## src/rtl/factorial_seq.sv

```systemverilog
// ---------------------------------------------------------------------------
// factorial_seq
//
// Multi-cycle iterative factorial / double-factorial engine. One multiply is
// performed per clock while busy. The running product is kept to RES_W bits,
// and any bits that fall off the top are recorded in a sticky overflow flag
// that lasts for one operation.
//
// Ports:
//   clk      : system clock, all logic on the rising edge
//   reset    : synchronous, active-high reset (aborts any operation)
//   start    : request, accepted only while idle
//   n        : operand (unsigned), sampled when start is accepted
//   dbl      : mode, sampled when start is accepted; 0 = n!, 1 = n!!
//   busy     : high during every multiply cycle
//   done     : one-cycle completion pulse
//   result   : low RES_W bits of the product, held until the next completion
//   overflow : the true product did not fit in RES_W bits
// ---------------------------------------------------------------------------
module factorial_seq #(
    parameter int N_W   = 4,
    parameter int RES_W = 32
) (
    input  logic             clk,
    input  logic             reset,
    input  logic             start,
    input  logic [N_W-1:0]   n,
    input  logic             dbl,
    output logic             busy,
    output logic             done,
    output logic [RES_W-1:0] result,
    output logic             overflow
);

    typedef enum logic [1:0] {
        IDLE = 2'd0,
        MUL  = 2'd1,
        DONE = 2'd2
    } state_t;

    state_t state;
    state_t state_next;

    logic [N_W-1:0]       i_cnt;
    logic [N_W-1:0]       step;
    logic [RES_W-1:0]     acc;
    logic                 ovf;
    logic [RES_W+N_W-1:0] prod;
    logic                 last;

    // Once the factor drops to 1 or 0 there is nothing left to multiply.
    // Checking this before subtracting keeps i_cnt from wrapping when a
    // double factorial steps from 2 down to 0.
    assign last = (i_cnt <= N_W'(1));

    // Full-width product so that bits beyond RES_W can be seen for overflow.
    assign prod = {{N_W{1'b0}}, acc} * {{RES_W{1'b0}}, i_cnt};

    // State register
    always_ff @(posedge clk) begin
        if (reset) begin
            state <= IDLE;
        end else begin
            state <= state_next;
        end
    end

    // Next-state and status outputs
    always_comb begin
        state_next = state;
        busy       = 1'b0;
        done       = 1'b0;
        case (state)
            IDLE: begin
                if (start) begin
                    state_next = MUL;
                end
            end
            MUL: begin
                busy = 1'b1;
                if (last) begin
                    state_next = DONE;
                end
            end
            DONE: begin
                done       = 1'b1;
                state_next = IDLE;
            end
            default: begin
                state_next = IDLE;
            end
        endcase
    end

    // Working registers: these are fully reloaded on every accepted start,
    // so they need no reset.
    always_ff @(posedge clk) begin
        case (state)
            IDLE: begin
                if (start) begin
                    i_cnt <= n;
                    step  <= dbl ? N_W'(2) : N_W'(1);
                    acc   <= RES_W'(1);
                    ovf   <= 1'b0;
                end
            end
            MUL: begin
                if (!last) begin
                    acc   <= prod[RES_W-1:0];
                    ovf   <= ovf | (|prod[RES_W+N_W-1:RES_W]);
                    i_cnt <= i_cnt - step;
                end
            end
            default: begin
            end
        endcase
    end

    // Visible result: updated only as the multiply loop finishes, so it
    // never shows partial products.
    always_ff @(posedge clk) begin
        if (reset) begin
            result   <= '0;
            overflow <= 1'b0;
        end else if (state == MUL && last) begin
            result   <= acc;
            overflow <= ovf;
        end
    end

endmodule

```

## config.mk

```make
export PLATFORM = sky130hd
export DESIGN_NAME = factorial_seq
export DESIGN_NICKNAME = d
export VERILOG_FILES = /design/src/rtl/factorial_seq.sv
export SDC_FILE = /design/constraint.sdc
export NUM_CORES = 1
export LEC_CHECK = 0
export BUFFER_PORTS_ARGS = -buffer_cell sky130_fd_sc_hd__buf_4
export CAP_MARGIN = 10
export CORE_ASPECT_RATIO = 1.5
export CORE_MARGIN = 5
export CORE_UTILIZATION = 54
export DETAILED_ROUTE_END_ITERATION = 8
export PLACE_DENSITY = 0.78
export REMOVE_ABC_BUFFERS = 1
export SYNTH_ARGS = -nofsm -noshare
export SYNTH_HDL_FRONTEND = slang
export SYNTH_SLANG_ARGS = --single-unit
```

## constraint.sdc

```tcl
create_clock -name clk -period 5.82 [get_ports clk]
set_clock_uncertainty 0.05 [all_clocks]
set_input_delay 0.291 -clock clk [delete_from_list [all_inputs] [get_ports clk]]
set_output_delay 0.291 -clock clk [all_outputs]
set_load 0.01 [all_outputs]
```

# Word level (Yosys, flattened, before mapping)
# Index checks and enable logic that the tools add are counted.
op_classes:
  reduce_logical: 7
  magnitude_cmp: 1
  shift: 0
  n_div: 0
  bitwise_logic: 1
  n_addsub: 1
  mul: 1
  n_eq_ne: 5
  mux: 15
op_table:
  columns: ["operator", "n"]
  rows:
  - ["$mux W32", 2]
  - ["$pmux W32 S2", 1]
  - ["$mul A32 B4 Y36", 1]
  - ["$mux W4", 2]
  - ["$pmux W4 S2", 1]
  - ["$mux W2", 3]
  - ["$ne A2 B2 Y1 const B", 3]
  - ["$le A4 B1 Y1 const B", 1]
  - ["$mux W1", 4]
  - ["$pmux W2 S2", 1]
  - ["$reduce_and A2 Y1", 2]
  - ["$reduce_or A4 Y1", 1]
  - ["$sub A4 B4 Y4", 1]
  - ["$reduce_and A3 Y1", 1]
  - ["$eq A2 B1 Y1 const B", 1]
  - ["$eq A2 B2 Y1 const B", 1]
  - ["$logic_not A2 Y1", 1]
  - ["$pmux W1 S2", 1]
  - ["$reduce_bool A2 Y1", 1]
  - ["$logic_and A1 B1 Y1", 1]
  - ["$or A1 B1 Y1", 1]
word_totals:
  romBits: 0
  register_bits: 76
  output_inout_bits: 35
  input_bits: 8
  ramBits: 0
  latch_bits: 0
  n_memories: 0

# Longest topological paths before layout
# Gate-level depths: netlist of the first run.
depth:
  ltp_word: 5
  depth_mapped: 18
  mapped_depth_nobuf: 15

# Least setup slack after synthesis of the first run
# Ideal clock, no wire load.
synth_path:
  path_type: "register -> register"
  startpoint: "reg i_cnt[2]"
  endpoint: "reg ovf (data pin)"
  arrival_time_ns: 3.892
  synth_period_minus_slack_ns: 4.212
  slack_ns: 1.608
  path_stages_with_launch: 18
  cell_sequence: "edfxtp_1 > clkbuf_1 > clkbuf_1 > nand2_1 > fa_1 > inv_1 > fa_1 > inv_1 > fa_1 > nor2b_1 > o2111ai_1 > a21oi_2 > o21ai_2 > a311oi_2 > a41oi_1 > xnor2_1 > nor3_2 > a31oi_1"
synth_via:
  elab_chain_len: 5
synth_lines:
  columns: ["item", "line_no", "rtl"]
  rows:
  - ["start: declaration", "44", "logic [N_W-1:0] i_cnt;"]
  - ["start signal: assignment", "101", "i_cnt <= n;"]
  - ["start signal: assignment", "111", "i_cnt <= i_cnt - step;"]
  - ["$mul A32 B4 Y36", "57", "assign prod = {{N_W{1'b0}}, acc} * {{RES_W{1'b0}}, i_cnt};"]
  - ["$reduce_or A4 Y1", "110", "ovf <= ovf | (|prod[RES_W+N_W-1:RES_W]);"]
  - ["$or A1 B1 Y1", "110", null]
  - ["$mux W1", "108", "if (!last) begin"]
  - ["$pmux W1 S2", "98", "case (state)"]
  - ["end signal: assignment", "110", null]
  - ["end: declaration", "47", "logic ovf;"]
# No other way between the ends. The select of a mux whose other input is x is not followed.
# A chain may end at the register's enable or synchronous reset.

# Worst setup path after layout of the first run
layout_path:
  startpoint: "reg i_cnt[1]"
  endpoint: "reg ovf (data pin)"
# Same word-level chain as after synthesis.

==> impl_metrics.csv, run 1 <==
group,metric,value,unit
setup_path,end_kind,"flop",
cells_and_area,multiInputGateArea,0.00436,mm2
logic_synthesis,async_reset_ff_frac,0,
setup_path,cp_max_fo,21,
cts,cts_resized,0,
setup_path,cp-endpoint,"ovf",
route,totalWireLength,15.5,mm
route,wl_per_cell,15.7,um
placement,dp_hpwl,11.4,mm
cts,cts-hold-fix-buffers,0,
cells_and_area,area_delta_synth_final,11.2,%
logic_synthesis,synth-main-ff-cell,"edfxtp_1",
setup_path,cp.required,5840,ps
timing,slew_headroom,0.193,
die,core_area,0.0124,mm2
cts,cts_tree,"done",
pwr,peakVddDrop,0.293,mV
run,cap_viol_max_count,0,
timing,report.final.hold_viol_count,0,
min_path,holdCritPathClass,"input port to flop",
grt,antenna_found_initial,0,
cts,insertion_delay,350,ps
route,drtIter0Drc,273,
cts,clk_pin_slew,60,ps
die,row_count,50,
route,drt_first_pass_iters,6,
setup_path,crit_start,"i_cnt[1]",
cts,htreeDepth,3,
die,io_pins,43,
timing,finalMaxSlewViolations,0,
cells_and_area,drive_gt1_frac,0.0975,
pwr,power,3.93,mW
logic_synthesis,synth.avg_cell_area,8.51,um2
cts,cts_buffers,9,
setup_path,r2r_cells,15,
route,drc_errors,0,
die,dieWidth,102,um
setup_path,regToRegEndpoint,"ovf",
setup_path,r2r_slack,850,ps
timing,setup_viol,0,
cts,clock-sinks,74,
logic_synthesis,synth.distinct_cells,56,
timing,max_freq,201,MHz
logic_synthesis,synthCells,800,
setup_path,setup.worst_path.class,"flop to flop",
die,initial_utilization,0.547,
pwr,powerDensity,518,mW/mm2
pwr,p_leak,3.49,nW
logic_synthesis,syn_area,0.00681,mm2
logic_synthesis,yosysWarnings,0,
logic_synthesis,ys_ff_latch,74,
setup_path,r2r_start,"i_cnt[1]",
cells_and_area,seq_area,0.00187,mm2
timing,tightestPinTransition,1210,ps
setup_path,crit_path_start_kind,"flop",
route,postRouteAntennaNets,0,
cts,cts_root_buf,"clkbuf_16",
grt,grt_max_degree,41,
cells_and_area,final_net_count,937,
grt,track_usage,0.220,
route,via_count,5371,
logic_synthesis,yosysSeqAreaShare,0.275,
cts,cts_buffer_depth,2,
cells_and_area,nFillCells,1083,
grt,grt_pass1_wl,26.2,mm
logic_synthesis,synth_edf_count,39,
timing,rsz0062_at_grt,"no",
die,die_y,148,um
timing,finalCritPeriodShare,0.854,
cells_and_area,final_util,0.608,
route,drt-vias-per-instance,5.44,
outcome,status,"finished, final reports clean",
cts,cts_setup_buffers,0,
grt,grt_overflow,0,
timing,finalSetupTns,0,ps
setup_path,cp.arrival,4990,ps
grt,grt_pass1_vias,5628,
die,die_area,0.0150,mm2
timing,period_needed,4970,ps
placement,portBuffers,42,
placement,place_congestion,0.913,
cells_and_area,diodes,0,
[sequential cells by signal, summed over array words and instances (netlist names)]
register and count:
acc 32, i_cnt 4, overflow 1, ovf 1
result 32, state 2, step 2
[placed cells by master, fill, tap and decap left out, drive strengths merged, types with 10 or more instances in the layout]
cell,count
nand2,126
inv,122
and2,97
fa,61
a21oi,59
buf,49
nor2,44
ha,42
edfxtp,39
dfxtp,35
o21ai,21
xor2,15
xnor2,13
nand3,13
clkbuf,10
[kinds of logic (layout without fill, tap and decap cells)]
| group | Yosys count | count (layout) | share of synthesized area |
|---|---|---|---|
| AOI/OAI and AO/OA | 121 | 121 | 0.117 |
| DFF | 74 | 74 | 0.275 |
| buffers and inverters | 157 | 188 | 0.0869 |
| adders and majority gates | 103 | 103 | 0.257 |
| and+or+nand+nor | 317 | 317 | 0.229 |
| xor gates and xnor gates | 28 | 28 | 0.0360 |
[metrics by stage]
stage | worst slack [ps] | std cells | cell area (um2) | hold WS (ps)
floorplan | 1530 | 766 | 6680 | 310
CTS | 927 | 987 | 7570 | 85.0
finish | 849 | 987 | 7570 | 86.4
global placement | 1110 | 971 | 7250 | 393
detailed placement | 958 | 971 | 7250 | 397
global route | 499 | 987 | 7570 | 88.1
[synth_stat cells, types with 6 or more instances]
cell type / count / share of area
a21o_1: 8 / 0.0088
xor2_1: 15 / 0.019
nand3_1: 13 / 0.0096
o21ai_0: 17 / 0.012
nor2_1: 43 / 0.024
nor3_1: 8 / 0.0059
fa_1: 61 / 0.18
xnor2_1: 13 / 0.017
nor2b_1: 6 / 0.0055
ha_1: 42 / 0.077
edfxtp_1: 39 / 0.17
dfxtp_1: 35 / 0.10
clkbuf_1: 27 / 0.015
a21oi_1: 58 / 0.043
and2_1: 97 / 0.089
nand2_1: 125 / 0.069
inv_1: 122 / 0.067
[power breakdown]
part	switching [mW]	internal (mW)	total [mW]
sequential	0.144	0.690	0.834
combinational	1.49	0.987	2.48
clock	0.238	0.376	0.615
total	1.87	2.05	3.93
[critical path, cell delays in order (launching register included)]
cell      delay (ps)
edfxtp_1         680
buf_4            320
and2_1           190
fa_1             480
inv_1             60
fa_1             520
inv_1             40
ha_1             360
a21oi_1          300
nand2_1          110
a221oi_1         500
a311oi_2         300
a21boi_0         420
nor2_1           100
a21oi_1          140
a31oi_1          100
[area by class of cell]
type                    instances  share of cell area
clock inverters                 6              0.0121
clock buffers                  10              0.0302
multi-input cells             569               0.575
well taps                     156              0.0258
flip-flops and latches         74               0.247
inverters                     123              0.0610
repair buffers                 49              0.0486
[worst min-delay path by stage]
stage               start         end  slack (ps)  cells after the start
3_3_place_gp   result[12]  result[12]         390                      2
6_report              dbl     step[1]          90                      1
4_1_cts               dbl     step[1]          80                      1
5_1_grt               dbl     step[1]          90                      1
2_1_floorplan       reset    overflow         310                      1
3_5_place_dp   result[26]  result[26]         400                      2
[per-layer routing]
metal,GRT usage,up-vias,wire length [um]
met5,0,-,0
met1,0.243,2619,5860
met3,0.0255,43,457
li1,-,2594,-
met2,0.409,115,8560
met4,0.103,0,646
(Power assumes the default switching activity.)
==> run 2, diff against run 1 <==
--- a/config.mk
+++ b/config.mk
@@ -5,13 +5,14 @@
 export SDC_FILE = /design/constraint.sdc
 export NUM_CORES = 1
 export LEC_CHECK = 0
+export ABC_AREA = 1
 export BUFFER_PORTS_ARGS = -buffer_cell sky130_fd_sc_hd__buf_4
 export CAP_MARGIN = 10
 export CORE_ASPECT_RATIO = 1.5
 export CORE_MARGIN = 5
-export CORE_UTILIZATION = 54
+export CORE_UTILIZATION = 32
 export DETAILED_ROUTE_END_ITERATION = 8
-export PLACE_DENSITY = 0.78
+export PLACE_DENSITY = 0.53
 export REMOVE_ABC_BUFFERS = 1
 export SYNTH_ARGS = -nofsm -noshare
 export SYNTH_HDL_FRONTEND = slang
==> run 2 against run 1 <==
Clock power decreased by 10%. Total power increased by 12%. Sequential share of layout area decreased by 2.1 points. Worst setup slack improved by 790 ps. Largest cell class unchanged. Largest power group unchanged.
==> impl_metrics.csv, run 2 <==
group,metric,value,unit
outcome,status,"finished, final reports clean",
logic_synthesis,yosysSeqAreaShare,0.254,
cells_and_area,largestRegisters,"acc (32), result (32), i_cnt (4)",
route,drt-vias-per-instance,4.58,
timing,report.final.hold_viol_count,0,
grt,antenna_found_initial,0,
placement,dp_hpwl,15.2,mm
logic_synthesis,ys_top_cells_by_count,"nand2_1, inv_1, a21oi_1, fa_1, nor2_1",
timing,finalSetupTns,0,ps
timing,rsz0062_at_grt,"no",
cells_and_area,final_net_count,1212,
die,die_area,0.0262,mm2
setup_path,setup.worst_path.class,"flop to flop",
route,wl_met1,7.51,mm
timing,max_freq,239,MHz
route,drt_first_pass_iters,4,
timing,finalMaxSlewViolations,0,
grt,grt_overflow,0,
timing,finalCritPeriodShare,0.719,
cells_and_area,stdcell_area,0.00828,mm2
route,drc_errors,0,
route,wl_met3,422,um
setup_path,cp.arrival,4260,ps
route,via_count,6351,
route,wl_met2,11.6,mm
die,die_y,196,um
cts,clk_pin_slew,70,ps
logic_synthesis,synth.distinct_cells,38,
timing,slew_headroom,0.429,
logic_synthesis,syn_area,0.00737,mm2
setup_path,crit_start,"i_cnt[1]",
cts,cts_setup_buffers,0,
setup_path,r2r_slack,1640,ps
timing,setup_viol,0,
logic_synthesis,synthCells,1070,
cells_and_area,diodes,0,
logic_synthesis,synth.top_cells.by_area,"nand2_1, fa_1, edfxtp_1",
timing,holdWs,81.5,ps
cells_and_area,mostFrequentLayoutCells,"nand2_1, inv_1, a21oi_1",
die,core_area,0.0229,mm2
setup_path,cp_max_fo,18,
grt,grt_max_degree,39,
setup_path,r2r_start,"i_cnt[1]",
logic_synthesis,ys_ff_latch,74,
min_path,holdCritPathClass,"input port to flop",
route,totalWireLength,20.2,mm
pwr,power,4.38,mW
pwr,peakVddDrop,0.197,mV
logic_synthesis,synth-main-ff-cell,"edfxtp_1",
logic_synthesis,synth.top_cell.area_share,0.171,
cts,cts_buffer_depth,2,
placement,dpl-instance-area,0.00798,mm2
placement,place_congestion,0.879,
timing,period_needed,4180,ps
cts,insertion_delay,360,ps
logic_synthesis,async_reset_ff_frac,0,
route,drtIter0Drc,255,
cts,cts_root_buf,"clkbuf_16",
cells_and_area,drive_gt1_frac,0.0868,
setup_path,cp.required,5900,ps
logic_synthesis,yosysWarnings,0,
cts,htreeDepth,3,
pwr,powerDensity,529,mW/mm2
die,io_pins,43,
setup_path,crit_path_start_kind,"flop",
timing,tightestPinTransition,855,ps
grt,track_usage,0.160,
logic_synthesis,yosysTopAreaCell,"nand2_1",
route,wl_per_cell,14.6,um
cells_and_area,area_delta_synth_final,12.3,%
timing,worst_slack,1640,ps
grt,grt_pass1_vias,6560,
setup_path,end_kind,"flop",
logic_synthesis,yosysMostFrequentCell,"nand2_1",
route,top_layer,"met4",
cts,cts_tree,"done",
cells_and_area,layout_commonest_cell,"nand2_1",
grt,grt_pass1_wl,33.0,mm
route,postRouteAntennaNets,0,
die,row_count,68,
die,dieWidth,134,um
run,cap_viol_max_count,0,
cts,cts_resized,0,
die,initial_utilization,0.322,
pwr,p_leak,4.71,nW
cts,cts-hold-fix-buffers,0,
min_path,min-delay-start,"dbl",
logic_synthesis,synth.avg_cell_area,6.89,um2
cts,clock-sinks,74,
logic_synthesis,synth_edf_count,39,
placement,portBuffers,42,
placement,dp_slack,1640,ps
cts,cts_buffers,9,
-- run 2: cell types whose count changed after synthesis, moves of 14 or more --
cell,delta
inv_1,+155
and2_1,-95
nor2_1,+14
xor2_1,-14
a21oi_1,+25
nand2_1,+210
-- run 2: kinds of logic after synthesis --
logic type	count (synthesis)	share of synthesized area
DFF	74	0.254
adders and majority gates	103	0.237
xor gates and xnor gates	2	0.00238
AOI/OAI and AO/OA	130	0.0969
buffers and inverters	308	0.159
and+or+nand+nor	453	0.251
-- run 2: path summary, 6_finish.rpt --
| check | to | depth (start not counted) |
|---|---|---|
| max | ovf | 22 |
| min | step[1] | 1 |
| max reg2reg | ovf | 22 |
| min reg2reg | result[21] | 2 |
-- run 2: critical path, cell delays in order, from the launching register on --
cell	delay, ps
edfxtp_1	700
buf_4	360
nand2_1	90
inv_1	50
fa_1	480
inv_1	60
fa_1	530
inv_1	50
ha_1	350
nand2_1	160
inv_1	50
nand2_1	80
nand2_1	80
a21oi_1	160
nand2_2	120
nand2_1	100
nand2_1	60
nand2_1	60
nand2_1	60
nor2_1	130
nand3_1	90
nand2_1	60
inv_1	40
-- run 2: through the flow --
step,utilization,instances
2_1_floorplan,-,1040
3_3_place_gp,0.348,1369
3_5_place_dp,0.348,1369
4_1_cts,0.361,1385
5_1_grt,0.362,1386
6_report,0.362,1386
-- run 2: power breakdown --
group | switching (mW) | total [mW] | internal [mW] | leakage, nW
logic | 1.94 | 2.90 | 0.964 | 3.90
registers | 0.195 | 0.924 | 0.729 | 0.689
clock network | 0.259 | 0.551 | 0.291 | 0.126
total | 2.39 | 4.38 | 1.98 | 4.71
-- run 2: layout make-up --
class | count | area (um2)
fillers | 2499 | 14600
multi-input cells | 688 | 4340
flip-flops and latches | 74 | 1870
inverters | 278 | 1040
repair buffers | 50 | 395
well taps | 280 | 350
clock buffers | 9 | 225
clock inverters | 7 | 52.6
-- run 2: layer usage --
layer  global-route usage  vias up
li1                     -     3244
met1                0.163     2998
met2                0.320       82
met3               0.0192       27
met4               0.0709        0
met5                    0        -
